## config.mk

```make
export PLATFORM = sky130hd
export DESIGN_NAME = m_io_squeeze
export DESIGN_NICKNAME = d
export VERILOG_FILES = /design/src/rtl/m_io_squeeze_pkg.sv /design/src/rtl/m_misr.sv /design/src/rtl/m_io_squeeze.sv
export SDC_FILE = /design/constraint.sdc
export NUM_CORES = 1
export LEC_CHECK = 0
export CORE_UTILIZATION = 51
export DETAILED_ROUTE_END_ITERATION = 6
export GPL_TIMING_DRIVEN = 0
export PLACE_DENSITY = 0.79
export SYNTH_ARGS = -nofsm -noshare
export SYNTH_HDL_FRONTEND = slang
export SYNTH_SLANG_ARGS = --single-unit
```

## constraint.sdc

```tcl
create_clock -name CLK_I -period 4.1 [get_ports CLK_I]
set_clock_uncertainty 0.05 [all_clocks]
set_input_delay 0.41 -clock CLK_I [delete_from_list [all_inputs] [get_ports CLK_I]]
set_output_delay 0.41 -clock CLK_I [all_outputs]
set_load 0.03 [all_outputs]
```

## src/rtl/m_io_squeeze_pkg.sv

```systemverilog
// Shared constants for the pin-reduction harness: default MISR polynomials,
// readout FSM encoding and the parameter sanity check.
package m_io_squeeze_pkg;

  localparam int unsigned RdStateW = 1;

  typedef enum logic [RdStateW-1:0] {
    StIdle  = 1'b0,
    StShift = 1'b1
  } rd_state_e;

  // Default feedback polynomial (x^w term implicit) for common signature widths.
  function automatic logic [31:0] default_poly(input int unsigned w);
    case (w)
      8:       return 32'h0000_0007;
      16:      return 32'h0000_1021;
      32:      return 32'h04C1_1DB7;
      default: return 32'h0000_0003;
    endcase
  endfunction

  // Observed buses are folded in whole signature-width slices.
  function automatic bit width_ok(input int unsigned ow, input int unsigned sw);
    return (sw != 0) && ((ow % sw) == 0);
  endfunction

endpackage

```

## src/rtl/m_misr.sv

```systemverilog
// Fold tree plus multiple-input signature register.
module m_misr
  import m_io_squeeze_pkg::*;
#(
  parameter int unsigned          SIGWIDTH = 16,
  parameter logic [SIGWIDTH-1:0]  POLY     = SIGWIDTH'(default_poly(SIGWIDTH)),
  parameter logic [SIGWIDTH-1:0]  SEED     = '0,
  parameter int unsigned          NIN      = 64
) (
  input  logic                clk_i,
  input  logic                rst_i,
  input  logic                en_i,
  input  logic [NIN-1:0]      data_i,
  output logic [SIGWIDTH-1:0] sig_o
);

  localparam int unsigned NSlice = NIN / SIGWIDTH;

  logic [SIGWIDTH-1:0] fold;
  logic [SIGWIDTH-1:0] sig_d, sig_q;

  // XOR all LSB-aligned slices together, then step the LFSR when enabled.
  always_comb begin
    fold = '0;
    for (int unsigned i = 0; i < NSlice; i++) begin
      fold = fold ^ data_i[i*SIGWIDTH +: SIGWIDTH];
    end
    sig_d = sig_q;
    if (en_i) begin
      sig_d = {sig_q[SIGWIDTH-2:0], 1'b0} ^ (sig_q[SIGWIDTH-1] ? POLY : '0) ^ fold;
    end
  end

  // Signature register.
  always_ff @(posedge clk_i or posedge rst_i) begin
    if (rst_i) begin
      sig_q <= SEED;
    end else begin
      sig_q <= sig_d;
    end
  end

  assign sig_o = sig_q;

endmodule

```

## src/rtl/m_io_squeeze.sv

```systemverilog
// Pin-reduction harness: serial word loader feeding the core's DAT_I and a
// MISR compacting the core's output buses, read out serially on one pin.
module m_io_squeeze
  import m_io_squeeze_pkg::*;
#(
  parameter int unsigned         DWIDTH         = 32,
  parameter int unsigned         NCHAN          = 2,
  parameter int unsigned         OWIDTH         = 32,
  parameter int unsigned         SIGWIDTH       = 16,
  parameter logic [SIGWIDTH-1:0] POLY           = SIGWIDTH'(default_poly(SIGWIDTH)),
  parameter logic [SIGWIDTH-1:0] SEED           = '0,
  parameter bit                  ZERO_WHEN_IDLE = 1'b1
) (
  input  logic                    CLK_I,
  input  logic                    RST_I,
  input  logic                    sin,
  input  logic                    sload,
  input  logic                    par_gate,
  output logic [DWIDTH-1:0]       par_o,
  output logic                    word_rdy,
  input  logic [NCHAN*OWIDTH-1:0] obs_i,
  input  logic                    obs_en,
  input  logic                    sig_capture,
  output logic                    sig_busy,
  output logic                    sout
);

  localparam bit          ParamOk = width_ok(OWIDTH, SIGWIDTH);
  localparam int unsigned BcntW   = (DWIDTH > 1) ? $clog2(DWIDTH) : 1;
  localparam int unsigned RcntW   = $clog2(SIGWIDTH);

  if (!ParamOk) begin : g_bad_owidth
    $error("OWIDTH must be a multiple of SIGWIDTH");
  end

  // ---------------------------------------------------------------- loader
  logic [DWIDTH-1:0] sr_d, sr_q;
  logic [BcntW-1:0]  bcnt_d, bcnt_q;
  logic [DWIDTH-1:0] par_d, par_q;
  logic              word_rdy_d, word_rdy_q;
  logic [DWIDTH:0]   sr_ext;

  // Shift one bit per sload edge; the DWIDTH-th bit transfers the word.
  always_comb begin
    sr_ext     = {sr_q, sin};
    sr_d       = sr_q;
    bcnt_d     = bcnt_q;
    par_d      = par_q;
    word_rdy_d = 1'b0;
    if (sload) begin
      sr_d = sr_ext[DWIDTH-1:0];
      if (bcnt_q == BcntW'(DWIDTH - 1)) begin
        bcnt_d     = '0;
        par_d      = sr_ext[DWIDTH-1:0];
        word_rdy_d = 1'b1;
      end else begin
        bcnt_d = bcnt_q + BcntW'(1);
      end
    end
  end

  // Loader state.
  always_ff @(posedge CLK_I or posedge RST_I) begin
    if (RST_I) begin
      sr_q       <= '0;
      bcnt_q     <= '0;
      par_q      <= '0;
      word_rdy_q <= 1'b0;
    end else begin
      sr_q       <= sr_d;
      bcnt_q     <= bcnt_d;
      par_q      <= par_d;
      word_rdy_q <= word_rdy_d;
    end
  end

  assign word_rdy = word_rdy_q;

  if (ZERO_WHEN_IDLE) begin : g_gate
    assign par_o = par_q & {DWIDTH{par_gate}};
  end else begin : g_nogate
    assign par_o = par_q;
  end

  // ------------------------------------------------------------------ MISR
  logic [SIGWIDTH-1:0] sig;

  m_misr #(
    .SIGWIDTH (SIGWIDTH),
    .POLY     (POLY),
    .SEED     (SEED),
    .NIN      (NCHAN * OWIDTH)
  ) u_misr (
    .clk_i  (CLK_I),
    .rst_i  (RST_I),
    .en_i   (obs_en),
    .data_i (obs_i),
    .sig_o  (sig)
  );

  // --------------------------------------------------------------- readout
  rd_state_e           st_d, st_q;
  logic [SIGWIDTH-1:0] shadow_d, shadow_q;
  logic [RcntW-1:0]    rcnt_d, rcnt_q;
  logic                busy_d, busy_q;
  logic                sout_d, sout_q;

  // Capture takes sig as registered (pre-update); sout is registered so it
  // always presents shadow's MSB during SHIFT and 0 in IDLE.
  always_comb begin
    st_d     = st_q;
    shadow_d = shadow_q;
    rcnt_d   = rcnt_q;
    busy_d   = busy_q;
    sout_d   = sout_q;
    unique case (st_q)
      StIdle: begin
        sout_d = 1'b0;
        if (sig_capture) begin
          st_d     = StShift;
          shadow_d = sig;
          rcnt_d   = '0;
          busy_d   = 1'b1;
          sout_d   = sig[SIGWIDTH-1];
        end
      end
      StShift: begin
        shadow_d = {shadow_q[SIGWIDTH-2:0], 1'b0};
        rcnt_d   = rcnt_q + RcntW'(1);
        sout_d   = shadow_q[SIGWIDTH-2];
        if (rcnt_q == RcntW'(SIGWIDTH - 1)) begin
          st_d   = StIdle;
          busy_d = 1'b0;
          sout_d = 1'b0;
        end
      end
      default: st_d = StIdle;
    endcase
  end

  // Readout state and registered outputs.
  always_ff @(posedge CLK_I or posedge RST_I) begin
    if (RST_I) begin
      st_q     <= StIdle;
      shadow_q <= '0;
      rcnt_q   <= '0;
      busy_q   <= 1'b0;
      sout_q   <= 1'b0;
    end else begin
      st_q     <= st_d;
      shadow_q <= shadow_d;
      rcnt_q   <= rcnt_d;
      busy_q   <= busy_d;
      sout_q   <= sout_d;
    end
  end

  assign sig_busy = busy_q;
  assign sout     = sout_q;

endmodule

```

==> results of run 1 <==
==> layout by cell type (no fill, tap or decap), drive strengths merged, types with 6 or more instances in the layout <==
master           n
dfrtp          107
clkdlybuf4s50  103
mux2            81
and2            32
o21ai           22
nand2           21
xnor2           18
xor2            16
xnor3           16
mux2i           15
clkbuf          15
buf             14
nor2             6
inv              6
==> worst paths after layout <==
check | start | endpoint | slack (ns) | cells after the start
worst max-delay path | par_gate | par_o[2] | 1.47 | 4
worst min-delay path | RST_I | shadow_q[7] | 0.37 | 2
worst min register to register | shadow_q[1] | shadow_q[2] | 0.45 | 2
worst max register to register | bcnt_q[0] | par_q[18] | 1.99 | 6
min in group CLK_I | sig_capture | shadow_q[10] | 0.44 | 3
max in group asynchronous | RST_I | sr_q[3] | 2.93 | 3
==> layout make-up <==
cell class / instances / area share
tap: 129 / 0.0250
sequential: 107 / 0.415
multi-input combinational: 245 / 0.351
clock buffer: 10 / 0.0213
buffer: 18 / 0.0132
timing repair buffer: 104 / 0.164
inverter: 3 / 0.00213
clock inverter: 6 / 0.00834
==> state kept, by name (all words and copies together) (netlist names) <==
signal	count
st_q	1
bcnt_q	5
shadow_q	15
rcnt_q	4
sig_busy	1
sout	1
par_q	32
u_misr.sig_o	16
sr_q	31
word_rdy	1
==> cell families after synthesis <==
logic type / count (synthesis) / share of synthesized area
multiplexers: 96 / 0.211
AO/OA/AOI/OAI: 28 / 0.0296
flip-flops: 107 / 0.532
AND/OR/NAND/NOR: 68 / 0.0708
adder cells (fa/ha/maj): 3 / 0.00745
XOR/XNOR: 50 / 0.131
buffers and inverters: 21 / 0.0191
==> worst max-delay path: stages <==
cell	delay [ns]
clkdlybuf4s50_1	0.57
clkbuf_1	0.32
and2_1	0.20
clkdlybuf4s50_1	0.67
==> through the flow <==
| step | hold WS [ns] | instance area, µm² | worst slack (ns) | utilization |
|---|---|---|---|---|
| global route | 0.397 | 6450 | 1.35 | 0.685 |
| detailed placement | 0.419 | 6260 | 1.45 | 0.665 |
| global placement | 0.413 | 6230 | -0.683 | 0.662 |
| finish | 0.374 | 6450 | 1.47 | 0.685 |
| CTS | 0.379 | 6450 | 1.45 | 0.685 |
| floorplan | 0.399 | 5040 | 0.823 | - |
==> per-layer routing <==
metal | GRT usage | vias up
met2 | 0.312 | 77
li1 | - | 1505
met5 | 0 | -
met3 | 0.0380 | 9
met1 | 0.225 | 1519
met4 | 0.0580 | 0
==> power by group <==
part	switching (µW)	total [µW]	internal [µW]
Combinational	452	1190	743
Clock	370	619	249
Sequential	265	1700	1440
Total	1090	3510	2430
==> run summary, run 1 <==
Counting the fill cells in the layout gives 713. In this run, synthesis inferred 0 flip-flops with an integrated enable. The longest clock path from root to sink contains 2 buffers. The final wirelength is 8300 µm.

The detailed-route DRC error count was 0; the total inserted antenna cells was 0. The worst setup path is launched from an input port. TritonCTS built the clock tree. Max-cap violations in this run came to 0.

The min-delay analysis places its worst path in the category in -> async. Buffers inserted to repair hold after CTS numbered 0. The height of the die was 101 µm. In this run the static leakage power is 0.00300 µW. Dominant register cell in the synthesized netlist: dfrtp_1.

Counting tap cells, the placed design contains a total of 606 instances. The routability congestion estimate was 0.755; the met2 layer wire length in the routed design was 4160 µm. The number of flip-flops and latches in the synthesized netlist was 107.

dfrtp_1 is the most common cell in the netlist. Gates resized during post-CTS repair numbered 0. The detail-routed via count per cell is 5.00, and the row count is 35.

The number of different library cells in the post-synthesis netlist was 26; the remaining antenna violation count after routing was 0. For this run, the top clock speed supported by timing is 0.381 GHz. The mean routed wirelength per cell is 13.3 µm.

The headroom to the max-slew limit is 0.671. The cell area power density works out to 545 mW/mm². The final clock period utilization by the worst path came out at 0.640. The effective utilization at floorplan was 0.535; the instance count of the mapped netlist was 373.

VDD sags by at most 0.268 mV. The die outline area is 0.0103 mm², and the area of the core is 0.00942 mm². The via count of the first global-routing pass was 3276.

The buffer cell driving the clock tree root was clkbuf_8. The ratio of cells with drive above 1 in the final layout was 0.225. The clock tree synthesis step divided the H-tree into 3 levels. For this run, the number of Yosys warnings is 0. Once the clock tree was built, the setup fixing pass inserted 0 buffers.

Initial antenna violation count: 0. Kind of critical path: in -> out. The run gives 0.532 as the sequential share of the synthesized area. Clock latency on the worst-skew pair, taken at its later pin, is 0.36 ns. The violation count after the first detailed-route iteration was 105. By count the netlist is led by dfrtp_1, mux2_2, and2_1. The largest fanout of any net on the critical path was 10; the total global-route track usage was 0.180. The run gives 0.00504 mm² as the mapped cell area. The run finished with clean final reports. Setup repair after global routing left no endpoint under its margin.

The synthesis-to-finish area growth was 28.1%. Total power for the finished layout comes to 3510 µW. STA classifies the critical path endpoint as an output port. Counting every net in the synthesized netlist gives 447.

Entering global routing, the biggest net connects 71 pins. The detailed router put a total of 3670 µm of wire on met1. The die width works out to 101 µm. The tools report the first-pass iteration count of the detailed router as 4.

The finished layout holds 622 standard cells, fillers aside. STA puts the critical path data required time at 3.64 ns. The mean instance size in the synthesized netlist was 13.5 µm²; the area used by sequential logic in the layout was 0.00268 mm². The fraction of registers with async set or reset after synthesis is 1.00.

Summed over all failing endpoints, the final setup total negative slack is 0 ns. The final critical delay including setup and external delays was 2.63 ns. The first global-routing pass estimated 14500 µm of wire.

The HPWL after detailed placement is 6120 µm. For this block, the via count after detailed routing is 3110. The multi-input combinational cells in the finished layout cover a total of 0.00226 mm². The proportion of netlist area held by the largest area contributor was 0.532; the number of port buffers was 103. The number of max-slew violations in the final report was 0. The tools report the count of nets after finishing as 562. In the detailed route, the total length drawn on met3 is 366 µm. During I/O placement, the number of pins put on the boundary was 106. Ranked by total cell area, the synthesized netlist is headed by dfrtp_1, mux2_2, xnor3_1. The final setup violation count is 0. The register clock-pin slew on the reported worst setup and hold paths is 0.11 ns, and the number of hold-slack violations in the final timing report is 0. For this run the aggregate overflow at the end of global routing stands at 0.

The run gives 2.17 ns as the data arrival time at the worst-slack endpoint. Highest signal layer in the routed design: met4. The biggest area contributor in the post-synthesis netlist is dfrtp_1.

TritonCTS created 9 clock buffers. For the pin with the worst max-slew slack, the measured transition is 0.493 ns. The clock net in this run drives a total of 107 sinks.
No activity file was read; power rests on OpenSTA's default activity.
==> inputs of run 2 (changes only) <==
- CORE_UTILIZATION: 51 -> 46
- PLACE_DENSITY: 0.79 -> 0.75
- clock period: 4.1 -> 2.3 ns (I/O delays scaled with it)
==> run summary, run 2 (synthesis gave the netlist of run 1 again) <==
The maximum number of pins on one net before global-route repair is 45 (was 71), and the final setup violation count is 0 (unchanged). The largest fanout of any net on the critical path works out to 10 (unchanged). Most frequent standard cell in the layout excluding fill and tap cells: dfrtp_1 (unchanged).

The sum of overflow across all layers after global routing came out at 0 (unchanged). The run finished with clean final reports. The run gives 3 (unchanged) as the level count of the clock H-tree. The launch point of the worst reg-to-reg path is bcnt_q[0] (unchanged). The logs give 8250 µm (was 8300 µm) for the final wirelength and 0 (unchanged) for the initial antenna violation count. The run gives 106 (unchanged) as the number of top-level pins. Setup repair after global routing left no endpoint under its margin.

The detail-routed via count per cell is 4.95 (was 5.00), and the peak ir drop on the vdd network is 0.454 mV (was 0.268 mV). The headroom to the max-slew limit was 0.629 (was 0.671). The number of filler instances in the final layout was 858 (was 713). Worst flop-to-flop path endpoint: par_q[16] (was par_q[18]). Global-route wire length before repair: 14500 µm (about the same).

The total inserted antenna cells is 0 (unchanged), and the cell area power density is 965 mW/mm² (was 545 mW/mm²). The final clock period utilization by the worst path came out at 0.943. The class of the tightest hold or removal check is in -> async (unchanged). The final critical delay including setup and external delays came out at 2.17 ns.

Derived from the worst setup path, the maximum achievable clock frequency is 0.461 GHz. The area of the core was 0.0105 mm² (was 0.00942 mm²). Kind of critical path: in -> out (unchanged).

The tools report the sort of element at the end of the critical path as an output port (unchanged). The die outline area was 0.0114 mm² (was 0.0103 mm²); the number of hold-slack violations in the final timing report was 0 (unchanged). The tools report the total global-route track usage as 0.160 (was 0.180). The total clock sinks was 107 (unchanged); the setup slack on the worst flop-to-flop path was 0.21 ns (was 1.99 ns).

The buffer cell driving the clock tree root is clkbuf_8 (unchanged). The detailed-route DRC error count is 0 (unchanged). The tools report the first-pass iteration count of the detailed router as 4 (unchanged). The maximum buffer depth of the clock tree came out at 2 (unchanged). The count of nets after finishing was 563 (was 562).

The remaining antenna violation count after routing is 0 (unchanged), and the cell count of the worst reg-to-reg path is 6 (unchanged). The routability congestion estimate was 0.698 (was 0.755); the number of clock buffers inserted by TritonCTS was 9 (unchanged). The register bank with the most flops was par_q (unchanged).

The total number of vias is 3118 (was 3110), and the effective utilization at floorplan is 0.481 (was 0.535). The tools report the via count of the first global-routing pass as 3207 (was 3276). Source of the critical timing path: par_gate (unchanged). The number of port buffers is 103 (unchanged).

The synthesis-to-finish area growth is 28.4% (was 28.1%), and the height of the die is 107 µm (was 101 µm). The final cell utilization of the core was 0.618 (was 0.685); the actual slew at the worst max-slew pin was 0.555 ns (was 0.493 ns). The die width was 107 µm (was 101 µm); the max-cap check violation count was 0 (unchanged).

The worst hold-check slack came out at 0.203 ns (was 0.374 ns). TritonCTS built the clock tree. For the required time of the critical path, the log shows 2.02 ns (was 3.64 ns). The type of element launching the critical path was an input port (unchanged). Row count: 37 (was 35). The flip-flop count of the largest register, all copies and words added is 32 (unchanged), and the register clock-pin slew on the reported worst setup and hold paths is 0.11 ns (about the same). The number of max-slew violations in the final report was 0 (unchanged); the post-CTS setup-driven buffer insertion count was 0 (unchanged).

For the HPWL reported at the end of detailed placement, the log shows 6250 µm (was 6120 µm). The mean routed wirelength per cell came out at 13.1 µm (was 13.3 µm). The violation count after the first detailed-route iteration came out at 55 (was 105).

Highest-count cells in the layout ignoring fill and taps: dfrtp_1, clkdlybuf4s50_1, mux2_2 (unchanged). The tools report the static leakage as 0.00301 µW (was 0.00300 µW). The clock latency on the worst-skew pair is 0.36 ns (about the same). Data arrival time at the worst-slack endpoint: 1.89 ns (was 2.17 ns).

The ratio of cells with drive above 1 in the final layout is 0.231 (was 0.225).
[run 2: power breakdown]
group	internal [µW]	switching (µW)	total [µW]	leakage (µW)
combinational	1330	807	2140	0.00154
sequential	2560	473	3030	0.00137
clock	416	659	1070	0.0000965
total	4310	1940	6240	0.00301
[run 2: how the worst max path moves through the flow]
stage	end	depth (start not counted)
floorplan	par_q[10]	6
global placement	par_q[26]	2
detailed placement	par_o[2]	4
CTS	par_o[2]	4
global route	par_o[17]	4
finish	par_o[17]	4
[run 2: stage by stage]
step | instance area [µm²] | total power (µW) | TNS (ns) | std cells | setup slack, ns
2_1_floorplan | 5040 | 4570 | 0 | 373 | 0.419
3_3_place_gp | 6240 | 5120 | -30.38 | 612 | -0.290
3_5_place_dp | 6280 | 5250 | 0 | 614 | 0.0290
4_1_cts | 6470 | 6330 | 0 | 630 | 0.0258
5_1_grt | 6470 | 6680 | 0 | 630 | 0.000659
6_report | 6470 | 6240 | 0 | 630 | 0.132
[run 2: critical path: stages]
cell and delay [ns]:
clkdlybuf4s50_1 0.54, clkbuf_1 0.27, and2_1 0.18, clkdlybuf4s50_1 0.67
[run 2: layout make-up]
cell class | count | area (µm²) | area share
inverter | 3 | 15.0 | 0.00232
sequential | 107 | 2680 | 0.414
multi-input combinational | 245 | 2260 | 0.350
clock inverter | 7 | 60.1 | 0.00928
timing repair buffer | 105 | 1070 | 0.166
buffer | 18 | 87.6 | 0.0135
tap | 136 | 170 | 0.0263
clock buffer | 9 | 124 | 0.0191
[run 2: layer usage]
| layer | up-vias | global-route usage | wire [µm] |
|---|---|---|---|
| met5 | - | 0 | 0 |
| met4 | 0 | 0.0499 | 61 |
| met3 | 5 | 0.0334 | 373 |
| met2 | 75 | 0.282 | 4270 |
| met1 | 1526 | 0.197 | 3550 |
| li1 | 1512 | - | - |
[run 2: repair_timing]
action,4_1_cts,5_1_grt
endpoints found under the setup margin,0,11
hold buffers,0,0
gates resized for setup,0,4
